===== src/rtl/conv_seq_ctrl.sv =====
// conv_seq_ctrl: sequences a KxK convolution window over an IMG_W x IMG_H image.
// Coefficients are loaded first, then one tap is streamed per cycle from SRAM
// with the matching coefficient and the output pixel coordinate.
// Optional feature: define CONV_ZEROPAD_EN to zero-pad out-of-image taps
// (no SRAM read, pixel 0). Without it, border taps replicate the edge pixel.
module conv_seq_ctrl #(
  parameter int IMG_W = 256,
  parameter int IMG_H = 256,
  parameter int K     = 5,
  parameter int DW    = 8,
  parameter int CW    = 8,
  parameter int AW    = 16
) (
  input  logic                         clk,
  input  logic                         rst_n,
  input  logic                         start,
  input  logic                         fc_valid,
  input  logic signed [CW-1:0]         fc,
  output logic                         sram_rd,
  output logic [AW-1:0]                sram_addr,
  input  logic [DW-1:0]                sram_rdata,
  output logic                         win_valid,
  output logic [DW-1:0]                win_pixel,
  output logic signed [CW-1:0]         win_coef,
  output logic                         win_first,
  output logic                         win_last,
  output logic [$clog2(IMG_W)-1:0]     out_x,
  output logic [$clog2(IMG_H)-1:0]     out_y,
  output logic                         busy,
  output logic                         done
);

  localparam int NTAP = K * K;
  localparam int HALF = K / 2;
  localparam int XW   = $clog2(IMG_W);
  localparam int YW   = $clog2(IMG_H);
  localparam int MW   = $clog2(K + 1);
  localparam int TW   = $clog2(NTAP + 1);
  localparam int CRDW = $clog2((IMG_W > IMG_H) ? IMG_W : IMG_H) + 2;

  localparam logic signed [CRDW-1:0] ROW_MAX = CRDW'(IMG_H - 1);
  localparam logic signed [CRDW-1:0] COL_MAX = CRDW'(IMG_W - 1);

  typedef enum logic [1:0] {
    IDLE,
    LOAD_COEF,
    FETCH,
    DONE
  } state_t;

  state_t          state_q, state_d;
  logic [TW-1:0]   coefCnt_q, coefCnt_d;
  logic [XW-1:0]   xCnt_q, xCnt_d;
  logic [YW-1:0]   yCnt_q, yCnt_d;
  logic [MW-1:0]   mCnt_q, mCnt_d;
  logic [MW-1:0]   nCnt_q, nCnt_d;
  logic [TW-1:0]   tapCnt_q, tapCnt_d;
  logic            drain_q, drain_d;

  logic signed [CW-1:0] coef_q [NTAP];

  logic                 winValid_q;
  logic                 winFirst_q;
  logic                 winLast_q;
  logic signed [CW-1:0] winCoef_q;
  logic [XW-1:0]        outX_q;
  logic [YW-1:0]        outY_q;

  logic                  tapActive;
  logic                  issue;
  logic signed [CRDW-1:0] rowS;
  logic signed [CRDW-1:0] colS;
  logic [CRDW-1:0]       rowC;
  logic [CRDW-1:0]       colC;
  logic [AW-1:0]         tapAddr;

  // A tap is presented to SRAM every FETCH cycle except the final drain cycle;
  // it only survives into the window pipeline while start is still held.
  assign tapActive = (state_q == FETCH) && !drain_q;
  assign issue     = tapActive && start;

  // Source coordinate of the current tap, kept signed so that negative
  // offsets near the top/left border are detected instead of wrapping.
  assign rowS = CRDW'(yCnt_q) + CRDW'(mCnt_q) - CRDW'(HALF);
  assign colS = CRDW'(xCnt_q) + CRDW'(nCnt_q) - CRDW'(HALF);

  // Clamp the source coordinate into the image (edge replicate).
  always_comb begin
    rowC = rowS;
    colC = colS;
    if (rowS[CRDW-1]) begin
      rowC = '0;
    end else if (rowS > ROW_MAX) begin
      rowC = ROW_MAX;
    end
    if (colS[CRDW-1]) begin
      colC = '0;
    end else if (colS > COL_MAX) begin
      colC = COL_MAX;
    end
  end

  assign tapAddr   = AW'(rowC) * AW'(IMG_W) + AW'(colC);
  assign sram_addr = tapActive ? tapAddr : '0;

`ifdef CONV_ZEROPAD_EN
  logic tapOob;
  logic winPad_q;

  assign tapOob = rowS[CRDW-1] || (rowS > ROW_MAX) ||
                  colS[CRDW-1] || (colS > COL_MAX);
  assign sram_rd   = tapActive && !tapOob;
  assign win_pixel = (winValid_q && !winPad_q) ? sram_rdata : '0;

  // Remember whether the tap now in flight was outside the image.
  always_ff @(posedge clk or negedge rst_n) begin
    if (!rst_n) begin
      winPad_q <= 1'b0;
    end else begin
      winPad_q <= issue && tapOob;
    end
  end
`else
  assign sram_rd   = tapActive;
  assign win_pixel = winValid_q ? sram_rdata : '0;
`endif

  // Control state and scan counters.
  always_ff @(posedge clk or negedge rst_n) begin
    if (!rst_n) begin
      state_q   <= IDLE;
      coefCnt_q <= '0;
      xCnt_q    <= '0;
      yCnt_q    <= '0;
      mCnt_q    <= '0;
      nCnt_q    <= '0;
      tapCnt_q  <= '0;
      drain_q   <= 1'b0;
    end else begin
      state_q   <= state_d;
      coefCnt_q <= coefCnt_d;
      xCnt_q    <= xCnt_d;
      yCnt_q    <= yCnt_d;
      mCnt_q    <= mCnt_d;
      nCnt_q    <= nCnt_d;
      tapCnt_q  <= tapCnt_d;
      drain_q   <= drain_d;
    end
  end

  // Next-state logic; counters fall back to zero in any state that does not own them.
  always_comb begin
    state_d   = state_q;
    coefCnt_d = '0;
    xCnt_d    = '0;
    yCnt_d    = '0;
    mCnt_d    = '0;
    nCnt_d    = '0;
    tapCnt_d  = '0;
    drain_d   = 1'b0;
    case (state_q)
      IDLE: begin
        if (start) state_d = LOAD_COEF;
      end
      LOAD_COEF: begin
        if (!start) begin
          state_d = IDLE;
        end else begin
          coefCnt_d = coefCnt_q;
          if (fc_valid) begin
            if (coefCnt_q == TW'(NTAP - 1)) begin
              coefCnt_d = '0;
              state_d   = FETCH;
            end else begin
              coefCnt_d = coefCnt_q + 1'b1;
            end
          end
        end
      end
      FETCH: begin
        if (!start) begin
          state_d = IDLE;
        end else if (drain_q) begin
          state_d = DONE;
        end else begin
          xCnt_d   = xCnt_q;
          yCnt_d   = yCnt_q;
          mCnt_d   = mCnt_q;
          nCnt_d   = nCnt_q + 1'b1;
          tapCnt_d = tapCnt_q + 1'b1;
          if (nCnt_q == MW'(K - 1)) begin
            nCnt_d = '0;
            if (mCnt_q == MW'(K - 1)) begin
              mCnt_d   = '0;
              tapCnt_d = '0;
              if (xCnt_q == XW'(IMG_W - 1)) begin
                xCnt_d = '0;
                if (yCnt_q == YW'(IMG_H - 1)) begin
                  yCnt_d  = '0;
                  drain_d = 1'b1;
                end else begin
                  yCnt_d = yCnt_q + 1'b1;
                end
              end else begin
                xCnt_d = xCnt_q + 1'b1;
              end
            end else begin
              mCnt_d = mCnt_q + 1'b1;
            end
          end
        end
      end
      DONE: begin
        if (!start) state_d = IDLE;
      end
      default: state_d = IDLE;
    endcase
  end

  // Coefficient slots, written in raster order while loading and kept between runs.
  always_ff @(posedge clk or negedge rst_n) begin
    if (!rst_n) begin
      for (int i = 0; i < NTAP; i++) begin
        coef_q[i] <= '0;
      end
    end else if ((state_q == LOAD_COEF) && start && fc_valid) begin
      coef_q[coefCnt_q] <= fc;
    end
  end

  // Window pipeline stage aligned with the SRAM read latency.
  always_ff @(posedge clk or negedge rst_n) begin
    if (!rst_n) begin
      winValid_q <= 1'b0;
      winFirst_q <= 1'b0;
      winLast_q  <= 1'b0;
      winCoef_q  <= '0;
      outX_q     <= '0;
      outY_q     <= '0;
    end else begin
      winValid_q <= issue;
      winFirst_q <= issue && (tapCnt_q == '0);
      winLast_q  <= issue && (tapCnt_q == TW'(NTAP - 1));
      if (issue) begin
        winCoef_q <= coef_q[tapCnt_q];
        outX_q    <= xCnt_q;
        outY_q    <= yCnt_q;
      end
    end
  end

  assign win_valid = winValid_q;
  assign win_first = winFirst_q;
  assign win_last  = winLast_q;
  assign win_coef  = winCoef_q;
  assign out_x     = outX_q;
  assign out_y     = outY_q;
  assign busy      = (state_q == LOAD_COEF) || (state_q == FETCH);
  assign done      = (state_q == DONE);

endmodule


===== config.mk =====
export PLATFORM = sky130hd
export DESIGN_NAME = conv_seq_ctrl
export DESIGN_NICKNAME = d
export VERILOG_FILES = /design/src/rtl/conv_seq_ctrl.sv
export SDC_FILE = /design/constraint.sdc
export NUM_CORES = 1
export LEC_CHECK = 0
export CORE_MARGIN = 2
export CORE_UTILIZATION = 65
export CTS_CLUSTER_SIZE = 10
export DETAILED_ROUTE_END_ITERATION = 8
export PLACE_DENSITY = 0.9
export SYNTH_ARGS = -nofsm -noshare
export SYNTH_HDL_FRONTEND = slang
export SYNTH_SLANG_ARGS = --single-unit

===== constraint.sdc =====
create_clock -name clk -period 5.48 [get_ports clk]
set_clock_uncertainty 0.1 [all_clocks]
set_input_delay 1.096 -clock clk [delete_from_list [all_inputs] [get_ports clk]]
set_output_delay 1.096 -clock clk [all_outputs]
set_load 0.01 [all_outputs]

==> results.py <==
metrics = {
    "run_status": {
        "status": "finished clean",
    },
    "sta": {
        "rsz0062_at_grt": "false",
        "slew-limit-headroom_pct": 26.8,
        "fin_setup_tns_ns": 0,
        "final.min_clock_period_ns": 5.01,
        "drv_slew": 0,
        "worst_pin_slew_ns": 1.09,
        "finalHoldViolations": 0,
        "fmax_ghz": 0.200,
        "hold_ws_ns": 0.378,
        "setup_slack_ns": 0.472,
        "period_share_pct": 91.4,
        "finalSetupViolCount": 0,
    },
    "worst_setup_path": {
        "r2r_end": "win_coef[4]$_DFFE_PN0P_",
        "rr_worst_depth": 7,
        "crit_end": "sram_addr[15]",
        "r2r-start": "tapCnt_q[0]$_DFF_PN0_",
        "crit_path_end_kind": "output pin",
        "arrival_ns": 3.81,
        "startpoint": "yCnt_q[1]$_DFFE_PN0P_",
        "startpoint_type": "flip-flop",
        "crit_required_ns": 4.28,
        "cp_max_fo": 4,
        "crit_type": "flip-flop to output pin",
        "regToRegSetupSlack_ns": 2.48,
    },
    "synthesis": {
        "synth_area_per_cell_sq_um": 12.6,
        "ys_ff_latch": 262,
        "syn_nets": 1118,
        "yosysMostFrequentCell": "dfrtp_1",
        "yosys.area.top_type_share_pct": 49.7,
        "synth_edf_count": 0,
        "yosys.area.top_type": "dfrtp_1",
        "yosys_warnings": 0,
        "synth.area.top_cells": "dfrtp_1 (50%), mux2_2 (17%), mux4_2 (8.9%)",
        "synth_flop_cell": "dfrtp_1",
        "yosysSeqAreaShare_pct": 49.7,
        "ys_async_sr_fraction_pct": 100,
        "netlist_area_sq_um": 13200,
        "synthTopCellsByCount": "dfrtp_1 (262), mux2_2 (201), nor2_1 (67), nand2_1 (66), mux4_2 (52)",
        "syn_inst": 1047,
        "yosys.cell_types.count": 59,
    },
    "finish": {
        "fin_util_pct": 74.4,
        "nets": 1177,
        "drive_gt1_share_pct": 28.2,
        "final_cells": 1382,
        "n_antenna_cell": 0,
        "syn_to_final_growth_pct": 13.2,
    },
    "routing": {
        "vias_per_cell": 6.24,
        "vias": 8617,
        "drt_iter0_drc": 588,
        "drc": 0,
        "firstDrtPassIters": 5,
        "avgRoutedWirePerCell_microns": 21.2,
        "drtAntennaViolNets": 0,
        "wirelength_microns": 29300,
    },
    "power": {
        "leakagePower_nw": 6.86,
        "power_density_nw_per_um2": 298,
        "peakVddDrop_mv": 0.320,
    },
    "clocking": {
        "htree_num_levels": 1,
        "cts_setup_buffers": 0,
        "cts.sinks": 262,
        "cts.path.max_buffers": 3,
        "cts-root-buf": "clkbuf_16",
        "cts_hold_buffers": 0,
        "cts_tree": "built",
        "cts_resized": 0,
        "clk_pin_slew_ns": 0.05,
        "clock_latency_ns": 0.55,
        "numCtsBuffers": 30,
    },
    "global_routing": {
        "first_global_vias": 8945,
        "grt_max_degree": 145,
        "grt_overflow_total": 0,
        "antenna_found_initial": 0,
        "gr-usage-all-layers_pct": 28.2,
        "grt_pass1_wl_microns": 47800,
    },
    "run": {
        "maxCapViolCount": 0,
    },
    "placement": {
        "hpwl_microns": 19200,
        "place_worst_setup_slack_ns": 1.15,
        "io_buffer_count": 73,
        "gp_congestion": 0.852,
        "place_inst": 1344,
    },
    "hold_path": {
        "hold_path_class": "flip-flop to flip-flop",
    },
    "die": {
        "fp.dieW_microns": 147,
        "die_h_microns": 147,
        "core_area_sq_um": 20100,
        "dieArea_sq_um": 21500,
        "ios": 74,
        "row_count": 52,
        "start_util_pct": 65.7,
    },
}
## sequential cells by signal, indices dropped and copies added (netlist names)
signal     count
win_valid      1
state_q        2
win_coef       8
win_first      1
yCnt_q         8
tapCnt_q       5
out_x          8
coefCnt_q      5
xCnt_q         8
nCnt_q         3
coef_q       200
drain_q        1
win_last       1
mCnt_q         3
out_y          8
## area by class of cell
type                       count  area [sq um]
multi-input combinational    681          6240
tap                          270           338
fill                        1178          5150
clock buffer                  36           773
clock inverter                 2          46.3
inverter                      51           191
timing repair buffer          80           801
sequential                   262          6560
## critical path: stages, from the launching register on
cell	delay, ns
dfrtp_1	0.38
inv_1	0.07
ha_1	0.29
inv_1	0.06
ha_1	0.18
inv_1	0.06
fa_1	0.39
nand2b_1	0.18
o2bb2ai_1	0.19
xor2_1	0.24
o21ai_0	0.13
mux2i_1	0.21
nand3_1	0.11
a31oi_1	0.21
clkdlybuf4s50_1	0.56
## where the power goes
group          switching [mW]  internal, mW
sequential             0.0838          2.05
combinational           0.289         0.292
clock                   0.731          1.02
total                    1.10          3.36
## metal layers
metal  share of wire, %  GRT usage [%]
met1                 40           37.4
met2                 50           47.6
met3                5.9           4.44
met4                3.5           10.4
met5                  0              0
## logic make-up (layout without fill, tap and decap cells)
kind of cell	Yosys count	in the layout	synth area share [%]
AOI/OAI and AO/OA	108	108	4.86
xor gates and xnor gates	31	31	2.11
adders and majority gates	51	51	4.95
buffers and inverters	104	169	3.07
DFF	262	262	49.7
muxes	270	270	27.3
other	1	1	0.0284
and+or+nand+nor	220	220	8.03
## stage by stage
stage | cell area [sq um] | power (mW)
3_5_place_dp | 14100 | 2.74
2_1_floorplan | 13200 | 2.49
4_1_cts | 15000 | 4.49
3_3_place_gp | 14100 | 2.71
6_report | 15000 | 4.46
5_1_grt | 15000 | 4.63
## cell usage in the layout (no fill, tap or decap), types with 2 or more instances in the layout
| cell type | n |
|---|---|
| dfrtp_1 | 260 |
| mux2_2 | 201 |
| clkdlybuf4s50_1 | 72 |
| nor2_1 | 67 |
| nand2_1 | 66 |
| mux4_2 | 52 |
| inv_1 | 49 |
| ha_1 | 49 |
| o21ai_0 | 44 |
| a21oi_1 | 33 |
| clkbuf_16 | 30 |
| xnor2_1 | 22 |
| mux2i_1 | 17 |
| nand3_1 | 13 |
| and2_1 | 13 |
| xor2_1 | 8 |
| nand2b_1 | 7 |
| and3_1 | 7 |
| nand4_1 | 7 |
| or3_1 | 7 |
| nor2b_1 | 7 |
| a211oi_1 | 7 |
| clkbuf_1 | 6 |
| buf_4 | 6 |
| or2_2 | 5 |
| a21o_1 | 4 |
| nor3_1 | 4 |
| nor3b_1 | 3 |
| a31oi_1 | 3 |
| or2b_2 | 2 |
| inv_2 | 2 |
| nand3b_1 | 2 |
| a311oi_1 | 2 |
| a22oi_1 | 2 |
| o211ai_1 | 2 |
| fa_1 | 2 |
## worst min-delay path by stage
stage	startpoint	endpoint	slack, ns	depth (start not counted)
CTS	out_x[3]$_DFFE_PN0P_	out_x[3]$_DFFE_PN0P_	0.38	2
floorplan	coef_q[102]$_DFFE_PN0P_	coef_q[102]$_DFFE_PN0P_	0.38	1
global placement	out_y[0]$_DFFE_PN0P_	out_y[0]$_DFFE_PN0P_	0.36	2
finish	out_y[4]$_DFFE_PN0P_	out_y[4]$_DFFE_PN0P_	0.38	2
global route	out_y[4]$_DFFE_PN0P_	out_y[4]$_DFFE_PN0P_	0.40	2
detailed placement	out_x[3]$_DFFE_PN0P_	out_x[3]$_DFFE_PN0P_	0.37	2
Power figures use the tool's default switching activity.
